File: src/rtl/mem_stage_dcache.sv
// mem_stage_dcache
//   Direct-mapped, write-through, no-write-allocate data cache for the MEM
//   stage. One 32-bit word per line. A load that hits completes in the same
//   cycle. A load miss refills from main memory. Every store is written
//   through to memory. While an access is in flight, hit is held low so the
//   pipeline stalls.
//
// Ports
//   CLK, RST_N          clock, asynchronous active-low reset
//   MemRead, MemWrite   access request (a store wins when both are high)
//   address, writeData  byte address (low two bits ignored), store data
//   hit, readData       advance qualifier and load data to MEM/WB
//   mem_*               req/ack main-memory port (ack is a one-cycle strobe)
//   rd_hits, rd_misses  saturating read performance counters
module mem_stage_dcache #(
    parameter int INDEX_BITS = 4,
    parameter int CNT_W      = 16
) (
    input  logic             CLK,
    input  logic             RST_N,
    input  logic             MemRead,
    input  logic             MemWrite,
    input  logic [31:0]      address,
    input  logic [31:0]      writeData,
    output logic             hit,
    output logic [31:0]      readData,
    output logic             mem_req,
    output logic             mem_we,
    output logic [31:0]      mem_addr,
    output logic [31:0]      mem_wdata,
    input  logic [31:0]      mem_rdata,
    input  logic             mem_ack,
    output logic [CNT_W-1:0] rd_hits,
    output logic [CNT_W-1:0] rd_misses
);
    localparam int LINES = 1 << INDEX_BITS;
    localparam int TAG_W = 30 - INDEX_BITS;

    typedef enum logic [1:0] {IDLE, REFILL, WRTHRU, DONE} state_e;

    state_e                        state_q, state_d;
    logic [LINES-1:0]              valid_q, valid_d;
    logic [LINES-1:0][TAG_W-1:0]   tag_q, tag_d;
    logic [LINES-1:0][31:0]        data_q, data_d;
    logic [29:0]                   addr_q, addr_d;   // word address of the latched access
    logic [31:0]                   wdata_q, wdata_d;
    logic [31:0]                   fill_q, fill_d;
    logic                          rd_op_q, rd_op_d; // latched access was a load
    logic [CNT_W-1:0]              hits_q, hits_d, misses_q, misses_d;

    logic [INDEX_BITS-1:0] idx, lat_idx;
    logic [TAG_W-1:0]      tg;
    logic                  lookup_hit, hit_c;
    logic [31:0]           rdata_c;
    logic                  unused_addr_bits;

    assign idx        = address[INDEX_BITS+1:2];
    assign tg         = address[31:INDEX_BITS+2];
    assign lat_idx    = addr_q[INDEX_BITS-1:0];
    assign lookup_hit = valid_q[idx] && (tag_q[idx] == tg);
    assign unused_addr_bits = ^address[1:0];

    always_comb begin
        state_d  = state_q;
        valid_d  = valid_q;
        tag_d    = tag_q;
        data_d   = data_q;
        addr_d   = addr_q;
        wdata_d  = wdata_q;
        fill_d   = fill_q;
        rd_op_d  = rd_op_q;
        hits_d   = hits_q;
        misses_d = misses_q;
        hit_c    = 1'b0;
        rdata_c  = '0;
        mem_req  = 1'b0;
        mem_we   = 1'b0;
        case (state_q)
            IDLE: begin
                if (MemWrite) begin
                    addr_d  = address[31:2];
                    wdata_d = writeData;
                    rd_op_d = 1'b0;
                    state_d = WRTHRU;
                    // Keep a resident copy coherent; misses do not allocate.
                    if (lookup_hit) data_d[idx] = writeData;
                end else if (MemRead) begin
                    if (lookup_hit) begin
                        hit_c   = 1'b1;
                        rdata_c = data_q[idx];
                        if (hits_q != '1) hits_d = hits_q + 1'b1;
                    end else begin
                        addr_d  = address[31:2];
                        rd_op_d = 1'b1;
                        state_d = REFILL;
                        if (misses_q != '1) misses_d = misses_q + 1'b1;
                    end
                end else begin
                    hit_c = 1'b1;
                end
            end
            REFILL: begin
                mem_req = 1'b1;
                if (mem_ack) begin
                    valid_d[lat_idx] = 1'b1;
                    tag_d[lat_idx]   = addr_q[29:INDEX_BITS];
                    data_d[lat_idx]  = mem_rdata;
                    fill_d           = mem_rdata;
                    state_d          = DONE;
                end
            end
            WRTHRU: begin
                mem_req = 1'b1;
                mem_we  = 1'b1;
                if (mem_ack) state_d = DONE;
            end
            DONE: begin
                // One-cycle completion pulse; the pipeline advances on its negedge.
                hit_c   = 1'b1;
                rdata_c = rd_op_q ? fill_q : 32'h0;
                state_d = IDLE;
            end
            default: state_d = IDLE;
        endcase
    end

    // hit must read 1 while reset is held, regardless of the request inputs.
    assign hit       = hit_c | ~RST_N;
    assign readData  = RST_N ? rdata_c : 32'h0;
    assign mem_addr  = mem_req ? {addr_q, 2'b00} : 32'h0;
    assign mem_wdata = mem_we ? wdata_q : 32'h0;
    assign rd_hits   = hits_q;
    assign rd_misses = misses_q;

    always_ff @(posedge CLK or negedge RST_N) begin
        if (!RST_N) begin
            state_q  <= IDLE;
            valid_q  <= '0;
            tag_q    <= '0;
            data_q   <= '0;
            addr_q   <= '0;
            wdata_q  <= '0;
            fill_q   <= '0;
            rd_op_q  <= 1'b0;
            hits_q   <= '0;
            misses_q <= '0;
        end else begin
            state_q  <= state_d;
            valid_q  <= valid_d;
            tag_q    <= tag_d;
            data_q   <= data_d;
            addr_q   <= addr_d;
            wdata_q  <= wdata_d;
            fill_q   <= fill_d;
            rd_op_q  <= rd_op_d;
            hits_q   <= hits_d;
            misses_q <= misses_d;
        end
    end
endmodule
File: config.mk
export PLATFORM = sky130hd
export DESIGN_NAME = mem_stage_dcache
export DESIGN_NICKNAME = d
export VERILOG_FILES = /design/src/rtl/mem_stage_dcache.sv
export SDC_FILE = /design/constraint.sdc
export NUM_CORES = 2
export LEC_CHECK = 0
export CORE_UTILIZATION = 53
export DETAILED_ROUTE_END_ITERATION = 10
export GPL_ROUTABILITY_DRIVEN = 0
export GPL_TIMING_DRIVEN = 0
export HOLD_SLACK_MARGIN = 0.02
export PLACE_DENSITY = 0.71
export SLEW_MARGIN = 20
export SYNTH_ARGS = -nofsm -noshare
export SYNTH_HDL_FRONTEND = slang
export SYNTH_SLANG_ARGS = --single-unit
File: constraint.sdc
create_clock -name CLK -period 15.1 [get_ports CLK]
set_input_delay 3.02 -clock CLK [delete_from_list [all_inputs] [get_ports CLK]]
set_output_delay 3.02 -clock CLK [all_outputs]
set_load 0.005 [all_outputs]
# Yosys cells after proc, flatten, opt, wreduce, memory -nomap -nowiden
# Cells that the tools add are included.
# classes
addsub	2
n_lt_le_gt_ge	4
n_eq_ne	13
muxes	46
bitwise_logic	5
n_reduce_logical	14
# op_table
cell	n
512-bit 2-to-1 mux	3
512-bit bitwise mux	2
512-bit one-hot mux with 2 select lines	1
416-bit bitwise mux	1
32-bit 2-to-1 mux	10
32-bit demux with 4-bit select	2
32-bit binary-select mux with 4-bit select	1
26-bit binary-select mux with 4-bit select	1
26-bit demux with 4-bit select	1
30-bit 2-to-1 mux	3
32-bit one-hot mux with 2 select lines	1
26-bit 2-to-1 mux	2
16-bit by 1-bit adder with 16-bit output (second input constant)	2
16-bit inequality test (second input constant)	2
26-bit equality test	1
16-bit OR	1
4-bit by 5-bit less-than comparator with 1-bit output (second input constant)	2
1-bit 2-to-1 mux	10
5-bit AND reduction	2
4-bit by 1-bit >= comparator with 1-bit output (second input constant)	2
2-bit 2-to-1 mux	4
2-bit inequality test (second input constant)	4
3-bit inequality test (second input constant)	2
2-bit one-hot mux with 3 select lines	1
other kinds (15)	23
# word_totals
ff_bits	1073

# Logic depth before layout (Yosys ltp)
# logic_depth
depth_word	9
mapped_depth	17
ltp_nobuf	10

# Worst setup path before layout
# Ideal clock, no wire load.
# synth_path
path_type	input to output
startpoint	input address[2]
endpoint	output readData[10]
t_arrival_ns	6.031
setup_slack_ns	6.049
cell_stages	11
cell_sequence	buf_2 -> buf_2 -> buf_2 -> buf_2 -> buf_2 -> clkbuf_1 -> buf_1 -> mux4_2 -> mux4_2 -> inv_1 -> o21ai_0
# synth_between
elab_chain_cells	9
# synth_lines
element	line	source
start, declared	23	input logic [31:0] address,
26-bit binary-select mux with 4-bit select	60	assign lookup_hit = valid_q[idx] && (tag_q[idx] == tg);
26-bit 2-to-1 mux (not written as such)	60	
26-bit equality test	60	
1-bit logical AND	60	
32-bit 2-to-1 mux *	88	if (lookup_hit) begin
32-bit 2-to-1 mux *	87	end else if (MemRead) begin
32-bit 2-to-1 mux *	80	if (MemWrite) begin
32-bit one-hot mux with 2 select lines *	78	case (state_q)
32-bit 2-to-1 mux *	129	assign readData = RST_N ? rdata_c : 32'h0;
end, declared	26	output logic [31:0] readData,
# Mark *: on every way between the ends. The rest lies on a longest branch, timed or not. The select of a mux whose other input is x is not followed.

# Final worst setup path
# layout_path
startpoint	input address[4]
endpoint	output readData[19]
# The elaborated chain is that of the path after synthesis.

==> impl_metrics.tcl <==
set metrics [dict create \
    cts_sinks 1073 \
    cts-hold-fix-buffers 0 \
    core_area_um2 103500 \
    p_sw_mw 3.289 \
    final_area_um2 63350 \
    detail_route.wirelength_mm 198.5 \
    final_util 0.6121 \
    synth_ff_type "dfrtp_1" \
    pwr-share-comb 0.297 \
    drive_gt1_frac 0.2447 \
    tns_ns 0 \
    cap_violations 0 \
    dp_hpwl_mm 130.6 \
    power_density_nw_per_um2 153.6 \
    reg2reg_slack_ns 10.46 \
    peakVddDrop_uv 115.1 \
    io_buffers 219 \
    cts_resized 0 \
    grt-ovfl-total 0 \
    yosysTopAreaCellShare 0.4850 \
    multiInputGateArea_um2 26500 \
    dpl_cell_area_um2 59570 \
    setup_viol_count_final 0 \
    netlist_top_cells_count "1073 x dfrtp_1, 643 x mux2_2, 497 x nand2_1" \
    hold_viol_final 0 \
    antenna_found_initial 14 \
    ff_latch_area_um2 26850 \
    yosysUniqueCellTypes 72 \
    hold-worst-slack_ns 0.4602 \
    ios 232 \
    path_cells "buf_2 > buf_4 > buf_4 > clkinv_1 > buf_2 > mux2i_1 > xor2_1 > nand4_1 > nor4_1 > a31oi_1 > nor4_1 > nand3_1 > clkbuf_1 > o21ai_0 > clkdlybuf4s50_1" \
    routedWlPerCell_um 31.60 \
    row_count 118 \
    worst-r2r-cell-count 11 \
    ys_seq_elements 1073 \
    seq_power_share 0.409 \
    p_int_mw 6.441 \
    yosys.area.top_type "dfrtp_1" \
    setup_slack_ns 2.052 \
    leakagePower_nw 28.90 \
    crit_path_start_kind "primary input" \
    grt_usage 0.3740 \
    r2r-start "tag_q[146]" \
    final.period_utilization 0.8641 \
    die_area_um2 105800 \
    critPathMaxStageDelay_ns 0.79 \
    grt_pass1_vias 42600 \
    yosysWarnings 0 \
    die_y_um 325.2 \
    cts_tree "built" \
    dr.first_iter.drc_count 5497 \
    syn_inst 4462 \
    clock.fmax_mhz 76.64 \
    clock_power_share 0.294 \
    tightest_slew_ns 1.323 \
    via_per_inst 6.769 \
    async_reset_ff_frac 1.000 \
    grt_pass1_wl_mm 288.4 \
    drc 0 \
    worst-path-max-fanout 10 \
    seq_area_frac_synth 0.4850 \
    path_clk_slew_ns 0.06 \
    numCtsBuffers 114 \
    grt_max_degree 148 \
    clock_path_buffers 3 \
    finClkSkew_ns 0.07241 \
    fin_nets 4914 \
    insertion_delay_ns 0.77 \
    hold_path.class "reg -> reg" \
    area_growth_pct 14.44 \
    postCtsSetupBuffers 0 \
    status "completed" \
    crit_type "in -> out" \
    start_util 0.5349 \
    slowest_stage "nor4_1" \
    dr.pass1.iters 6 \
    fin_cells 6282 \
    nFillCells 8224 \
    finalWorstPathRequiredPeriod_ns 13.05 \
    synth_edf_count 0 \
    drv_slew 0 \
    power_switching_share 0.3380 \
    vias 42520 \
    htreeDepth 3 \
    cts-root-buf "clkbuf_16" \
    critPathRequiredTime_ns 12.08 \
    endpoint_kind "output pin" \
    dp.cells 6071 \
    syn_area_per_cell_um2 12.41 \
    ys_top_cells_by_area "dfrtp_1 49%, mux2_2 13%, mux4_2 9.2%" \
    r2r_end "data_q[312]" \
    critPathCapture "readData[19]" \
    die_w_um 325.2 \
    crit_start "address[4]" \
    arrival_ns 10.03 \
    ant_nets 0 \
    netlist_area_um2 55360 \
    synth.most_common_cell "dfrtp_1" \
    power_mw 9.730 \
    max_slew_margin 0.1178 \
    rsz0062_at_grt "false" \
    dp_slack_ns 2.656 \
]
==> sequential cells by signal (all words and copies together), names as in the netlist <==
register   cells
addr_q        30
data_q       512
fill_q        32
rd_hits       16
rd_misses     16
rd_op_q        1
state_q        2
tag_q        416
valid_q       16
wdata_q       32
==> cell usage in the layout (no fill, tap or decap), types with 53 or more instances in the layout <==
master           netlist  layout
a22o_1               188     188
and2_1               103     103
buf_2                 45      56
clkbuf_1             271     299
clkbuf_16              0     114
clkdlybuf4s50_1        0     218
dfrtp_1             1073    1073
mux2_1               345     345
mux2_2               643     643
mux2i_1               91      91
mux4_2               226     226
nand2_1              497     497
nand2b_1              55      55
nor2_1                58      53
o21ai_0              301     301
==> kinds of logic after synthesis <==
kind of cell	synth area share
adders and majority gates	0.001356
muxes	0.3094
and+or+nand+nor	0.07074
other	0.00006774
buffers and inverters	0.03716
AOI/OAI and AO/OA	0.08697
xor gates and xnor gates	0.009334
DFF	0.4850
==> power groups by stage <==
| stage | logic, mW | registers [mW] | clock network [mW] |
|---|---|---|---|
| floorplan | 1.71 | 3.85 | 0 |
| finish | 2.89 | 3.98 | 2.86 |
| CTS | 2.82 | 3.96 | 2.86 |
| global route | 3.02 | 4.05 | 2.97 |
| detailed placement | 2.81 | 4.01 | 0 |
| global placement | 2.74 | 4.02 | 0 |
==> worst min-delay path by stage <==
stage	startpoint	endpoint	slack (ns)	cells after the start
finish	valid_q[9]	valid_q[9]	0.46	1
global route	valid_q[6]	valid_q[6]	0.48	1
CTS	valid_q[9]	valid_q[9]	0.46	1
detailed placement	valid_q[9]	valid_q[9]	0.45	1
global placement	valid_q[13]	valid_q[13]	0.44	1
floorplan	valid_q[1]	valid_q[1]	0.43	1
==> cell type report <==
class	instances	area share
diodes	6	0.0002370
plain buffers	415	0.03002
clock buffers	174	0.05301
clock inverters	31	0.006162
inverters	47	0.002785
multi-input cells	2928	0.4182
flip-flops and latches	1073	0.4238
well taps	1380	0.02725
repair buffers	228	0.03847
==> worst max-delay path, delay by kind of cell <==
| kind | cells | cell delay (ns) |
|---|---|---|
| simple gates | 4 | 2.19 |
| buf+inv | 7 | 3.13 |
| xor+xnor | 1 | 0.36 |
| mux | 1 | 0.30 |
| compound gates | 2 | 0.98 |
==> per-layer routing <==
layer | global-route usage | vias up | share of wire
met5 | 0.003170 | - | 0.00050
li1 | - | 16970 | -
met4 | 0.2108 | 12 | 0.065
met2 | 0.5488 | 2880 | 0.44
met3 | 0.1173 | 764 | 0.12
met1 | 0.4924 | 21900 | 0.38
(Power assumes the default switching activity.)
